### src/rtl/multiword_add_ctrl.sv
// Wide (N*WORDS-bit) adder built from one N-bit adder, fed one slice per cycle, LSB slice first.
// The carry between slices is held in a flop. A start/busy/done handshake fronts the sequencer.

module adder #(
    parameter int n = 8
) (
    input  logic [n-1:0] a,
    input  logic [n-1:0] b,
    input  logic         cin,
    output logic [n-1:0] sum,
    output logic         cout
);
    assign {cout, sum} = {1'b0, a} + {1'b0, b} + {{n{1'b0}}, cin};
endmodule

module multiword_add_ctrl #(
    parameter int N     = 8,
    parameter int WORDS = 4
) (
    input  logic                 clk,
    input  logic                 rst_n,
    input  logic                 start,
    input  logic [N*WORDS-1:0]   a,
    input  logic [N*WORDS-1:0]   b,
    input  logic                 cin,
    output logic                 busy,
    output logic                 done,
    output logic [N*WORDS-1:0]   sum,
    output logic                 cout
);
    localparam int W  = N * WORDS;
    localparam int IW = (WORDS > 1) ? $clog2(WORDS) : 1;
    localparam logic [IW-1:0] LAST = IW'(WORDS - 1);

    localparam logic [1:0] S_IDLE = 2'd0;
    localparam logic [1:0] S_RUN  = 2'd1;
    localparam logic [1:0] S_DONE = 2'd2;

    // Handshake: start is taken only in IDLE or DONE; busy marks RUN;
    // done is a single-cycle pulse after which sum/cout stay valid until overwritten.
    logic [1:0]    state;
    logic [W-1:0]  a_reg;
    logic [W-1:0]  b_reg;
    logic          cin_reg;
    logic          carry;
    logic [IW-1:0] idx;
    logic [31:0]   base;

    logic [N-1:0]  slice_a;
    logic [N-1:0]  slice_b;
    logic [N-1:0]  slice_sum;
    logic          slice_cin;
    logic          slice_cout;

    assign base      = 32'(idx) * 32'(N);
    assign slice_a   = a_reg[base +: N];
    assign slice_b   = b_reg[base +: N];
    assign slice_cin = (idx == '0) ? cin_reg : carry;

    adder #(.n(N)) u_adder (
        .a    (slice_a),
        .b    (slice_b),
        .cin  (slice_cin),
        .sum  (slice_sum),
        .cout (slice_cout)
    );

    assign busy = (state == S_RUN);
    assign done = (state == S_DONE);

    always_ff @(posedge clk or negedge rst_n) begin
        if (!rst_n) begin
            state   <= S_IDLE;
            a_reg   <= '0;
            b_reg   <= '0;
            cin_reg <= 1'b0;
            carry   <= 1'b0;
            idx     <= '0;
            sum     <= '0;
            cout    <= 1'b0;
        end else begin
            case (state)
                S_IDLE, S_DONE: begin
                    if (start) begin
                        a_reg   <= a;
                        b_reg   <= b;
                        cin_reg <= cin;
                        idx     <= '0;
                        state   <= S_RUN;
                    end else begin
                        state   <= S_IDLE;
                    end
                end
                S_RUN: begin
                    sum[base +: N] <= slice_sum;
                    carry          <= slice_cout;
                    if (idx == LAST) begin
                        cout  <= slice_cout;
                        idx   <= '0;
                        state <= S_DONE;
                    end else begin
                        idx   <= idx + 1'b1;
                    end
                end
                default: state <= S_IDLE;
            endcase
        end
    end
endmodule

### config.mk
export PLATFORM = sky130hd
export DESIGN_NAME = multiword_add_ctrl
export DESIGN_NICKNAME = d
export VERILOG_FILES = /design/src/rtl/multiword_add_ctrl.sv
export SDC_FILE = /design/constraint.sdc
export NUM_CORES = 1
export LEC_CHECK = 0
export ABC_AREA = 1
export CAP_MARGIN = 10
export CORE_UTILIZATION = 50
export DETAILED_ROUTE_END_ITERATION = 6
export GPL_TIMING_DRIVEN = 0
export PLACE_DENSITY_LB_ADDON = 0.1
export SETUP_SLACK_MARGIN = 0.5
export SYNTH_ARGS = -nofsm -noshare
export SYNTH_HDL_FRONTEND = slang
export SYNTH_SLANG_ARGS = --single-unit
### constraint.sdc
create_clock -name clk -period 5.8 [get_ports clk]
set_input_delay 1.16 -clock clk [delete_from_list [all_inputs] [get_ports clk]]
set_output_delay 1.16 -clock clk [all_outputs]
set_load 0.05 [all_outputs]
==> results.json <==
{
  "dr.pass1.iters": 4,
  "cts_hold_buf": 0,
  "synthTopCellsByArea": "dfrtp_1 53%, mux2_2 15%, nand2_1 6.6%",
  "n_antenna_cell": 0,
  "htree_num_levels": 3,
  "finalCriticalPeriod_ns": 4.22,
  "grt_overflow": 0,
  "nFillCells": 776,
  "ys.warnings.count": 0,
  "clock-sinks": 103,
  "die-area_um2": 10100,
  "ant_nets": 0,
  "initial_core_util_pct": 52.0,
  "synth_top_area_cell": "dfrtp_1",
  "total_power_mw": 4.09,
  "place_ws_ns": 1.63,
  "muxShareOfSynthArea_pct": 15.1,
  "async_reset_ff_share_pct": 100,
  "drive_above_1_share_pct": 18.5,
  "dp.cells": 691,
  "nets": 656,
  "multi_input_area_um2": 2080,
  "holdCritPathClass": "flop to flop",
  "synth_area_per_cell_um2": 10.6,
  "synth.cell_area_um2": 4850,
  "grt_first_pass_wirelength_mm": 18.2,
  "final_cells": 707,
  "clock.fmax_mhz": 237,
  "setup_slack_ns": 1.58,
  "ctsRootBufferMaster": "clkbuf_8",
  "synth_top_family_by_area": "multiplexers",
  "cap_violations": 0,
  "setup-violations-final": 0,
  "hold_slack_ns": 0.492,
  "fin_skew_ns": 0.0154,
  "drt-wirelength-per-cell_um": 15.7,
  "slowest_delay_ns": 0.44,
  "rows": 35,
  "hpwl_mm": 8.51,
  "ctsResizeCount": 0,
  "worst_pin_slew_ns": 0.727,
  "endpoint_kind": "flop",
  "grt_max_degree": 58,
  "ys_types": 32,
  "path_class": "flop to flop",
  "die-height_um": 100,
  "synth_edf_count": 0,
  "cts_setup_buffers": 0,
  "vias": 3727,
  "leakagePower_nw": 2.79,
  "clockBufferDepth": 2,
  "synth_seq_cells": 103,
  "worstPathArrival_ns": 4.54,
  "grt_usage_pct": 23.8,
  "grt_pass1_vias": 3767,
  "synthSimpleGateAreaFrac_pct": 14.7,
  "seq_area_frac_synth_pct": 53.2,
  "final_common_cell": "dfrtp_1",
  "cts_tree": "built",
  "crit_fanout": 12,
  "synth-compound-area-share_pct": 8.31,
  "area_growth_pct": 28.8,
  "cpMostUsedCell": "nand2_1",
  "ys.flop_type": "dfrtp_1",
  "cp_slowest_cell": "dfrtp_1",
  "ios": 103,
  "path_buf_inv": 6,
  "synthAdderAreaFrac_pct": 4.18,
  "crit_required_ns": 6.12,
  "place.gp.congestion": 0.845,
  "peakVddDrop_mv": 0.303,
  "fin_area_um2": 6240,
  "rsz0062_at_grt": "false",
  "port_buffers": 102,
  "worst_setup_path_start_kind": "flop",
  "syn_nets": 542,
  "hold_viol": 0,
  "relSlewSlack_pct": 51.5,
  "synth_xor_area_share_pct": 0.542,
  "crit_chain": "buf_2 > clkinv_1 > buf_2 > ha_1 > inv_1 > clkbuf_1 > o21ai_0 > fa_1 > inv_1 > fa_1 > nand2_1 > nand2_1 > and2_1 > xor2_1 > nand4_1 > nand2_1",
  "slew_viol_final": 0,
  "postPlaceCellArea_um2": 6050,
  "critPathTopFamily": "buffers and inverters",
  "synth_cells": 459,
  "clk_pin_slew_ns": 0.11,
  "regArea_um2": 2580,
  "post-route-period-util_pct": 72.7,
  "initialDrtViolationCount": 142,
  "status": "finished clean",
  "core_area_um2": 9330,
  "yosysTopAreaCellShare_pct": 53.2,
  "numCtsBuffers": 9,
  "viasPerCell": 5.27,
  "power_density_nw_per_um2": 655,
  "wl_mm": 11.1,
  "final_cell_mix": "103 x dfrtp_1, 101 x clkdlybuf4s50_1, 85 x nand2_1",
  "fp.dieW_um": 100,
  "clock_latency_ns": 0.37,
  "antenna_found_initial": 0,
  "drc": 0
}
==> layer usage <==
metal  vias up  share of wire [%]  routed length (um)  GRT usage, %
li1       1788                  -                   -             -
met1      1827                 44                4880          29.9
met2        98                 51                5640          41.9
met3        14                3.7                 407          3.19
met4         0                1.5                 163          9.03
met5         -                  0                   0             0
==> logic make-up (layout without fill, tap and decap cells) <==
kind of cell               count (synthesis)  after routing
AOI/OAI and AO/OA                         71             71
xor gates and xnor gates                   3              3
adders and majority gates                 15             15
buffers and inverters                     46            165
DFF                                      103            103
muxes                                     65             65
and+or+nand+nor                          156            156
==> report_power, final <==
group	internal [mW]	switching, mW
Sequential	1.04	0.174
Combinational	0.907	1.54
Clock	0.174	0.261
==> worst paths after layout <==
kind / startpoint / end / slack, ns / cells past startpoint
max in group asynchronous: rst_n / b_reg[10] / 4.30 / 2
max reg2reg: idx[0] / sum[12] / 1.58 / 16
min: sum[14] / sum[14] / 0.49 / 2
min reg2reg: sum[14] / sum[14] / 0.49 / 2
min in group asynchronous: rst_n / state[0] / 0.84 / 1
max: idx[0] / sum[12] / 1.58 / 16
==> worst reg2reg max path, stage by stage, from the launching register on <==
cell,delay (ns)
dfrtp_1,0.44
buf_2,0.29
clkinv_1,0.28
buf_2,0.29
ha_1,0.29
inv_1,0.22
clkbuf_1,0.40
o21ai_0,0.29
fa_1,0.43
inv_1,0.09
fa_1,0.22
nand2_1,0.06
nand2_1,0.09
and2_1,0.16
xor2_1,0.39
nand4_1,0.15
nand2_1,0.09
==> per-stage QoR <==
stage / TNS (ns) / utilization, %
after detailed placement: 0 / 64.9
after CTS: 0 / 66.9
after global placement: -16.69 / 64.6
after floorplan: 0 / -
final: 0 / 66.9
after global routing: 0 / 66.9
==> area by class of cell <==
type | count | share of cell area [%]
flip-flops and latches | 103 | 41.3
multi-input cells | 310 | 33.3
repair buffers | 103 | 16.8
well taps | 129 | 2.59
clock buffers | 10 | 2.20
inverters | 27 | 1.62
plain buffers | 19 | 1.46
clock inverters | 6 | 0.822
==> Yosys cell counts, drive strengths merged, types with 2 or more instances <==
master,instances
nor3,2
a22o,3
a21oi,5
nor2,39
mux2,65
xor2,2
nand3,15
nand3b,2
ha,13
fa,2
clkbuf,9
dfrtp,103
inv,26
o21ai,45
nand4,7
buf,10
o22ai,15
a32o,2
nand2,88
No activity file was read; power rests on OpenSTA's default activity.
